### src/rtl/serial_logic_unit.sv
// -----------------------------------------------------------------------------
// serial_logic_unit
//
// Purpose:
//   Bitwise logic unit (AND / OR / XOR / NOR) that processes a WIDTH-bit
//   operand pair CHUNK bits per clock cycle. The LSB chunk is processed first.
//   The operands and the opcode are captured when a request is accepted, so
//   the inputs may change freely while the operation runs. The result and the
//   zero flag are valid from the done pulse until the next accept.
//
// Parameters:
//   WIDTH  operand/result width in bits
//   CHUNK  bits processed per cycle; WIDTH must be a multiple of CHUNK
//
// Ports:
//   clk     in   1      clock, rising edge active
//   rst_n   in   1      asynchronous active-low reset
//   start   in   1      request, sampled only while busy is low
//   op      in   2      00 AND, 01 OR, 10 XOR, 11 NOR
//   a       in   WIDTH  operand A
//   b       in   WIDTH  operand B
//   busy    out  1      operation in progress
//   done    out  1      one-cycle pulse, result valid
//   result  out  WIDTH  registered result
//   zero    out  1      registered flag, result == 0
// -----------------------------------------------------------------------------
module serial_logic_unit #(
    parameter int WIDTH = 32,
    parameter int CHUNK = 8
) (
    input  logic             clk,
    input  logic             rst_n,
    input  logic             start,
    input  logic [1:0]       op,
    input  logic [WIDTH-1:0] a,
    input  logic [WIDTH-1:0] b,
    output logic             busy,
    output logic             done,
    output logic [WIDTH-1:0] result,
    output logic             zero
);

    localparam int N  = WIDTH / CHUNK;
    // A single-chunk configuration still needs a one-bit counter.
    localparam int CW = (N > 1) ? $clog2(N) : 1;

    typedef enum logic {
        IDLE = 1'b0,
        RUN  = 1'b1
    } state_t;

    state_t           state_q;
    logic [WIDTH-1:0] a_q;
    logic [WIDTH-1:0] b_q;
    logic [1:0]       op_q;
    logic [CW-1:0]    cnt_q;
    logic [WIDTH-1:0] result_q;
    logic             busy_q;
    logic             done_q;
    logic             zero_q;

    logic [WIDTH-1:0] result_d;
    logic             last_d;

    // One chunk of the selected logic operation. NOR is the inverted OR,
    // and no chunk depends on any other chunk.
    function automatic logic [CHUNK-1:0] chunk_op(
        input logic [1:0]       o,
        input logic [CHUNK-1:0] x,
        input logic [CHUNK-1:0] y
    );
        logic [CHUNK-1:0] r;
        case (o)
            2'b00:   r = x & y;
            2'b01:   r = x | y;
            2'b10:   r = x ^ y;
            default: r = ~(x | y);
        endcase
        return r;
    endfunction

    // Next result: only the chunk addressed by the counter is replaced.
    // The loop compares against constant indices, so no variable part-select
    // is needed. That keeps the N == 1 configuration clean.
    always_comb begin
        result_d = result_q;
        for (int i = 0; i < N; i++) begin
            if (cnt_q == CW'(i)) begin
                result_d[i*CHUNK +: CHUNK] = chunk_op(op_q,
                                                      a_q[i*CHUNK +: CHUNK],
                                                      b_q[i*CHUNK +: CHUNK]);
            end
        end
    end

    assign last_d = (cnt_q == CW'(N - 1));

    always_ff @(posedge clk or negedge rst_n) begin
        if (!rst_n) begin
            state_q  <= IDLE;
            a_q      <= '0;
            b_q      <= '0;
            op_q     <= '0;
            cnt_q    <= '0;
            result_q <= '0;
            busy_q   <= 1'b0;
            done_q   <= 1'b0;
            zero_q   <= 1'b0;
        end else begin
            // done is a single-cycle pulse unless the last chunk is written.
            done_q <= 1'b0;
            case (state_q)
                IDLE: begin
                    if (start) begin
                        state_q  <= RUN;
                        a_q      <= a;
                        b_q      <= b;
                        op_q     <= op;
                        cnt_q    <= '0;
                        result_q <= '0;
                        busy_q   <= 1'b1;
                        zero_q   <= 1'b0;
                    end
                end
                RUN: begin
                    result_q <= result_d;
                    if (last_d) begin
                        state_q <= IDLE;
                        cnt_q   <= '0;
                        busy_q  <= 1'b0;
                        done_q  <= 1'b1;
                        zero_q  <= (result_d == '0);
                    end else begin
                        cnt_q <= cnt_q + CW'(1);
                    end
                end
                default: begin
                    state_q <= IDLE;
                    busy_q  <= 1'b0;
                end
            endcase
        end
    end

    assign busy   = busy_q;
    assign done   = done_q;
    assign result = result_q;
    assign zero   = zero_q;

endmodule

### config.mk
export PLATFORM = sky130hd
export DESIGN_NAME = serial_logic_unit
export DESIGN_NICKNAME = d
export VERILOG_FILES = /design/src/rtl/serial_logic_unit.sv
export SDC_FILE = /design/constraint.sdc
export NUM_CORES = 1
export LEC_CHECK = 0
export BUFFER_PORTS_ARGS = -buffer_cell sky130_fd_sc_hd__buf_2
export CAP_MARGIN = 20
export CORE_ASPECT_RATIO = 0.8
export CORE_MARGIN = 2
export CORE_UTILIZATION = 30
export CTS_CLUSTER_SIZE = 20
export DETAILED_ROUTE_END_ITERATION = 6
export PLACE_DENSITY = 0.45
export SYNTH_ARGS = -nofsm -noshare
export SYNTH_HDL_FRONTEND = slang
export SYNTH_SLANG_ARGS = --single-unit
### constraint.sdc
create_clock -name clk -period 2 [get_ports clk]
set_input_delay 0.2 -clock clk [delete_from_list [all_inputs] [get_ports clk]]
set_output_delay 0.2 -clock clk [all_outputs]
set_load 0.01 [all_outputs]
==> out/metrics.cfg, run 1 <==
[run_status]
outcome = finished with violations
violations = negative setup slack

[global_routing]
grt_overflow = 0
antenna_found_initial = 0
grt_max_degree = 75
grt_pass1_vias = 5550
grt_first_pass_wirelength_mm = 30.0
track_usage = 0.167

[power]
swShare = 0.440
p_comb_frac = 0.591
clockPowerShare = 0.135
p_int_mw = 7.73
seq_power_share = 0.274
power.switching_mw = 6.08
finalPower_mw = 13.8
ir_drop_uv = 501
powerDensity_mw_per_mm2 = 1670
leakage_nw = 3.91

[placed_design]
dpl_cell_area_sq_mm = 0.00780
placedCellCount = 1162
place_ws_ns = -0.120
dp_hpwl_mm = 13.9
routabilityCongestion = 0.796
numPortBuffers = 103

[worst_hold_path]
min_from = a[4]
min_path_cells = 3
min_to = a_q[4]
hp-class = primary input to flip-flop

[routing]
finalWirelength_mm = 18.6
antenna_left = 0
drt-initial-drc-count = 357
vias = 5595
wl_per_cell_um = 15.7
dr.pass1.iters = 4
post-route-drc-count = 0
viasPerCell = 4.74

[layout]
final_cell_mix = 111 x nand2_1, 111 x o21ai_0, 102 x dfrtp_1, 102 x buf_2, 82 x inv_1
nFillCells = 2282
multi_input_area_sq_mm = 0.00361
final_util = 0.382
regArea_sq_mm = 0.00261
fin_area_sq_mm = 0.00827
diodes = 0
fin_cells = 1181
fin_nets = 1039
areaGrowthSynthToFinish_pct = 24.5
drive_above_1_share = 0.232

[logic_synthesis]
syn_nets = 912
syn_avg_cell_area_sq_um = 8.57
synthXorXnorAreaFrac = 0
synthMuxAreaShare = 0.0381
syn-cell-area_sq_mm = 0.00664
synth.distinct_cells = 48
postSynthCellCount = 775
synth_edf_count = 0
ys_ff_latch = 104
synth_top_flop_cell = dfrtp_1
ys_seq_area_frac = 0.392
ys.warnings.count = 0
synthSimpleGateAreaFrac = 0.156
synth_fa_ha_area_frac = 0.128
synth_top_area_cell = dfrtp_1
synth_compound_area_frac = 0.204
synth_top_family_by_area = compound AO/OA/AOI/OAI gates
synthArstFlopShare = 1.00
synth_top_area_frac = 0.392
synthTopCellsByArea = dfrtp_1 39%, ha_1 13%, o21ai_0 8.6%

[timing]
slew_viol_final = 0
tns_ns = -0.0441
slew_headroom = 0.580
postLayoutSetupSlackWorst_ns = -0.0441
fin_crit_sh = 1.02
finalClockSkew_ns = 0.00998
worst_pin_slew_ns = 0.630
min_period_ns = 2.04
fmax_ghz = 0.489
final_hold_viol_count = 0
grt_setup_unrepaired = yes
finalSetupViolCount = 1
holdWs_ns = 0.0407

[critical_path]
crit_type = flip-flop to flip-flop
cp-start-kind = flip-flop
crit_required_ns = 2.29
arrival_ns = 2.34
reg2reg_from = cnt_q[1]
path_max_fanout = 9
crit_path_end_kind = flip-flop
rrSetupSlack_ns = -0.04
r2r_cells = 8
r2r-end = zero

[clock_network]
clk_latency_ns = 0.35
cts_num_sinks = 104
cts_made_buffers = 9
root_buffer = clkbuf_16
clkSlewWorstSetupHoldPaths_ns = 0.07
cts_tree = yes
cts_htree_levels = 3
cts_buffer_depth = 2

[floorplanning]
die_area_sq_mm = 0.0233
die_x_um = 170
io-pin-count = 104
die_height_um = 137
coreArea_sq_mm = 0.0216
rows = 48
start_util = 0.307

[flow_run]
cap_violations = 0

## power groups by stage
stage	clock, mW	sequential, mW	combinational, mW
2_1_floorplan	0	3.73	5.00
3_3_place_gp	0	3.88	7.73
3_5_place_dp	0	3.86	7.68
4_1_cts	1.93	3.80	8.17
5_1_grt	2.00	3.92	9.24
6_report	1.87	3.79	8.16
## flip-flops by register name (all words and copies together) (netlist names)
name / flops
b_q: 32
a_q: 32
done: 1
state_q: 1
busy: 1
zero: 1
cnt_q: 2
result: 32
op_q: 2
## synth_stat cells, drive strengths merged (3+ instances only)
| cell | number |
|---|---|
| a21oi | 15 |
| nor3 | 17 |
| and2 | 3 |
| buf | 19 |
| nor2b | 8 |
| mux2i | 17 |
| clkbuf | 32 |
| nand3 | 3 |
| a31oi | 6 |
| or3 | 3 |
| o31ai | 7 |
| nor4 | 3 |
| o311ai | 4 |
| nand4 | 4 |
| nand2b | 38 |
| nor2 | 27 |
| inv | 83 |
| mux2 | 7 |
| o211a | 4 |
| dfrtp | 104 |
| nand2 | 111 |
| o22ai | 14 |
| ha | 68 |
| o211ai | 28 |
| a211oi | 7 |
| o21ai | 121 |
## routing by layer
metal	global-route usage	part of all wire
met4	0.0309	0.0051
met2	0.245	0.40
met1	0.257	0.56
met3	0.0298	0.034
met5	0	0
## cell type report
| class | instances | area share |
|---|---|---|
| inverter | 83 | 0.0380 |
| clock buffer | 13 | 0.0327 |
| tap | 275 | 0.0416 |
| clock inverter | 2 | 0.00454 |
| sequential | 104 | 0.315 |
| timing repair buffer | 167 | 0.131 |
| multi-input combinational | 537 | 0.436 |
## kinds of logic after synthesis
logic type      Yosys count
compound gates          222
fa+ha+maj                68
buf+inv                 134
flops                   104
mux                      24
simple gates            223
## timing repair
action | 4_1_cts | 5_1_grt
setup buffers | 3 | 0
hold endpoints to repair | 36 | 0
cloned | 1 | 0
gates resized for setup | 26 | 5
pin swaps | 13 | 0
endpoints found under the setup margin | 1 | 2
hold buffers | 1 | 0
## worst max path at each step
stage / slack (ns) / endpoint / from / depth (start not counted)
2_1_floorplan: 0.03 / zero / cnt_q[0] / 8
3_3_place_gp: -0.11 / zero / a_q[16] / 8
3_5_place_dp: -0.12 / zero / op_q[0] / 6
4_1_cts: -0.007 / zero / op_q[0] / 8
5_1_grt: -0.18 / zero / cnt_q[0] / 9
6_report: -0.04 / zero / cnt_q[1] / 8
## critical path: stages, from the launching register on
cell	delay, ns
dfrtp_1	0.41
inv_1	0.11
ha_1	0.27
buf_4	0.22
nor2_1	0.11
a311oi_2	0.29
nand4bb_1	0.15
nor4_2	0.26
a22o_1	0.16
No activity file was read; power rests on OpenSTA's default activity.
==> inputs of run 2 (changes only) <==
Settings changed: MAX_ROUTING_LAYER set to met4.
==> out/metrics.cfg, run 2 (synthesized netlist as in run 1, its figures left out) <==
[run_status]
outcome = finished with violations
violations = negative setup slack

[power]
power.switching_mw = 6.08  ; about the same
seq_power_share = 0.274  ; about the same
ir_drop_uv = 499  ; -0.39%
powerDensity_mw_per_mm2 = 1670  ; about the same
finalPower_mw = 13.8  ; about the same
leakage_nw = 3.91  ; unchanged
p_comb_frac = 0.590  ; about the same
clockPowerShare = 0.136  ; about the same
p_int_mw = 7.73  ; about the same
swShare = 0.440  ; about the same

[timing]
fmax_ghz = 0.489  ; about the same
finalClockSkew_ns = 0.00864  ; -0.00134 ns
grt_setup_unrepaired = yes
postLayoutSetupSlackWorst_ns = -0.0461  ; -0.00200 ns
fin_crit_sh = 1.02  ; about the same
min_period_ns = 2.05  ; +0.00200 ns
finalSetupViolCount = 1  ; unchanged
slew_viol_final = 0  ; unchanged
worst_pin_slew_ns = 0.622  ; -0.00795 ns
holdWs_ns = 0.0425  ; +0.00185 ns
final_hold_viol_count = 0  ; unchanged
slew_headroom = 0.585  ; +0.00530

[critical_path]
path_max_fanout = 9  ; unchanged
arrival_ns = 2.34  ; about the same
critPathLaunch = cnt_q[1]
r2r-end = zero
cpMaxStageDelayCell = dfrtp_1
cp-start-kind = flip-flop
rrSetupSlack_ns = -0.05  ; about the same
crit_path_end_kind = flip-flop
crit_path_cell_trace = inv_1 -> ha_1 -> buf_4 -> nor2_1 -> a311oi_2 -> nand4bb_1 -> nor4_2 -> a22o_1
max_stage_delay_ns = 0.41  ; about the same
reg2reg_from = cnt_q[1]
r2r_cells = 8  ; unchanged
crit_type = flip-flop to flip-flop
crit_required_ns = 2.29  ; about the same

[layout]
fin_area_sq_mm = 0.00827  ; unchanged
fin_nets = 1039  ; unchanged
drive_above_1_share = 0.232  ; unchanged
areaGrowthSynthToFinish_pct = 24.5  ; unchanged
fin_cells = 1181  ; unchanged
diodes = 0  ; unchanged
final_cell_mix = 111 x nand2_1, 111 x o21ai_0, 102 x dfrtp_1, 102 x buf_2, 82 x inv_1

[routing]
drt-initial-drc-count = 355  ; -0.56%
wl_per_cell_um = 15.7  ; about the same
vias = 5579  ; -0.29%
finalWirelength_mm = 18.6  ; about the same
viasPerCell = 4.72  ; -0.29%
dr.pass1.iters = 4  ; unchanged
post-route-drc-count = 0  ; unchanged
antenna_left = 0  ; unchanged

[worst_hold_path]
min_path_cells = 3  ; unchanged
hp-class = primary input to flip-flop
min_to = a_q[4]
min_from = a[4]

[placed_design]
routabilityCongestion = 0.807  ; +1.4%
place_ws_ns = -0.120  ; unchanged
dpl_cell_area_sq_mm = 0.00780  ; unchanged
numPortBuffers = 103  ; unchanged
dp_hpwl_mm = 13.9  ; unchanged
placedCellCount = 1162  ; unchanged

[global_routing]
grt_pass1_vias = 5542  ; -0.14%
grt_max_degree = 75  ; unchanged
track_usage = 0.172  ; +0.00476
grt_overflow = 0  ; unchanged
grt_first_pass_wirelength_mm = 30.0  ; about the same
antenna_found_initial = 0  ; unchanged

[floorplanning]
io-pin-count = 104  ; unchanged
die_x_um = 170  ; unchanged
start_util = 0.307  ; unchanged
rows = 48  ; unchanged
coreArea_sq_mm = 0.0216  ; unchanged
die_height_um = 137  ; unchanged
die_area_sq_mm = 0.0233  ; unchanged

[clock_network]
clkSlewWorstSetupHoldPaths_ns = 0.07  ; about the same
cts_htree_levels = 3  ; unchanged
cts_made_buffers = 9  ; unchanged
cts_buffer_depth = 2  ; unchanged
cts_num_sinks = 104  ; unchanged
clk_latency_ns = 0.35  ; about the same
root_buffer = clkbuf_16
cts_tree = yes

[flow_run]
cap_violations = 0  ; unchanged

==> run 2: cell counts in the layout (fill, tap and decap cells not counted) <==
Identical to the previous run, type by type.
==> run 2: power groups by stage <==
stage	Sequential [mW]	Combinational (mW)	Clock, mW
floorplan	3.73	5.00	0
global placement	3.88	7.73	0
detailed placement	3.86	7.68	0
CTS	3.80	8.17	1.93
global route	3.92	9.23	2.00
finish	3.79	8.14	1.88
==> run 2: layout make-up <==
cell class	count	area (sq um)
clock buffer	13	270
clock inverter	2	37.5
fill	2282	13400
inverter	83	314
multi-input combinational	537	3610
sequential	104	2610
tap	275	344
timing repair buffer	167	1090
==> run 2: layer usage <==
layer,part of all wire,GRT usage
met1,0.56,0.259
met2,0.40,0.244
met3,0.031,0.0286
met4,0.0065,0.0294
met5,0,-
==> run 2: critical path, delay by kind of cell (launching register included) <==
kind / cells / cell delay [ns]
AO/OA/AOI/OAI: 2 / 0.45
adder cells (fa/ha/maj): 1 / 0.27
buffers and inverters: 2 / 0.33
flip-flops: 1 / 0.41
AND/OR/NAND/NOR: 3 / 0.52
==> run 2: worst max-delay path by stage <==
stage,endpoint,depth (start not counted)
global placement,zero,8
CTS,zero,8
detailed placement,zero,6
global route,zero,9
finish,zero,8
floorplan,zero,8
==> run 2: metrics by stage <==
step                      setup TNS, ns  utilization
after global placement           -0.112        0.361
final                           -0.0461        0.382
after global routing             -0.185        0.382
after floorplan                       0            -
after detailed placement         -0.120        0.361
after CTS                      -0.00714        0.382
==> run 2: what timing repair did <==
item,4_1_cts,5_1_grt
buffers inserted,3,0
hold buffers,1,0
gates resized for setup,26,5
gates cloned,1,0
pin swaps,13,0
endpoints found under the setup margin,1,2
hold endpoints to repair,36,0
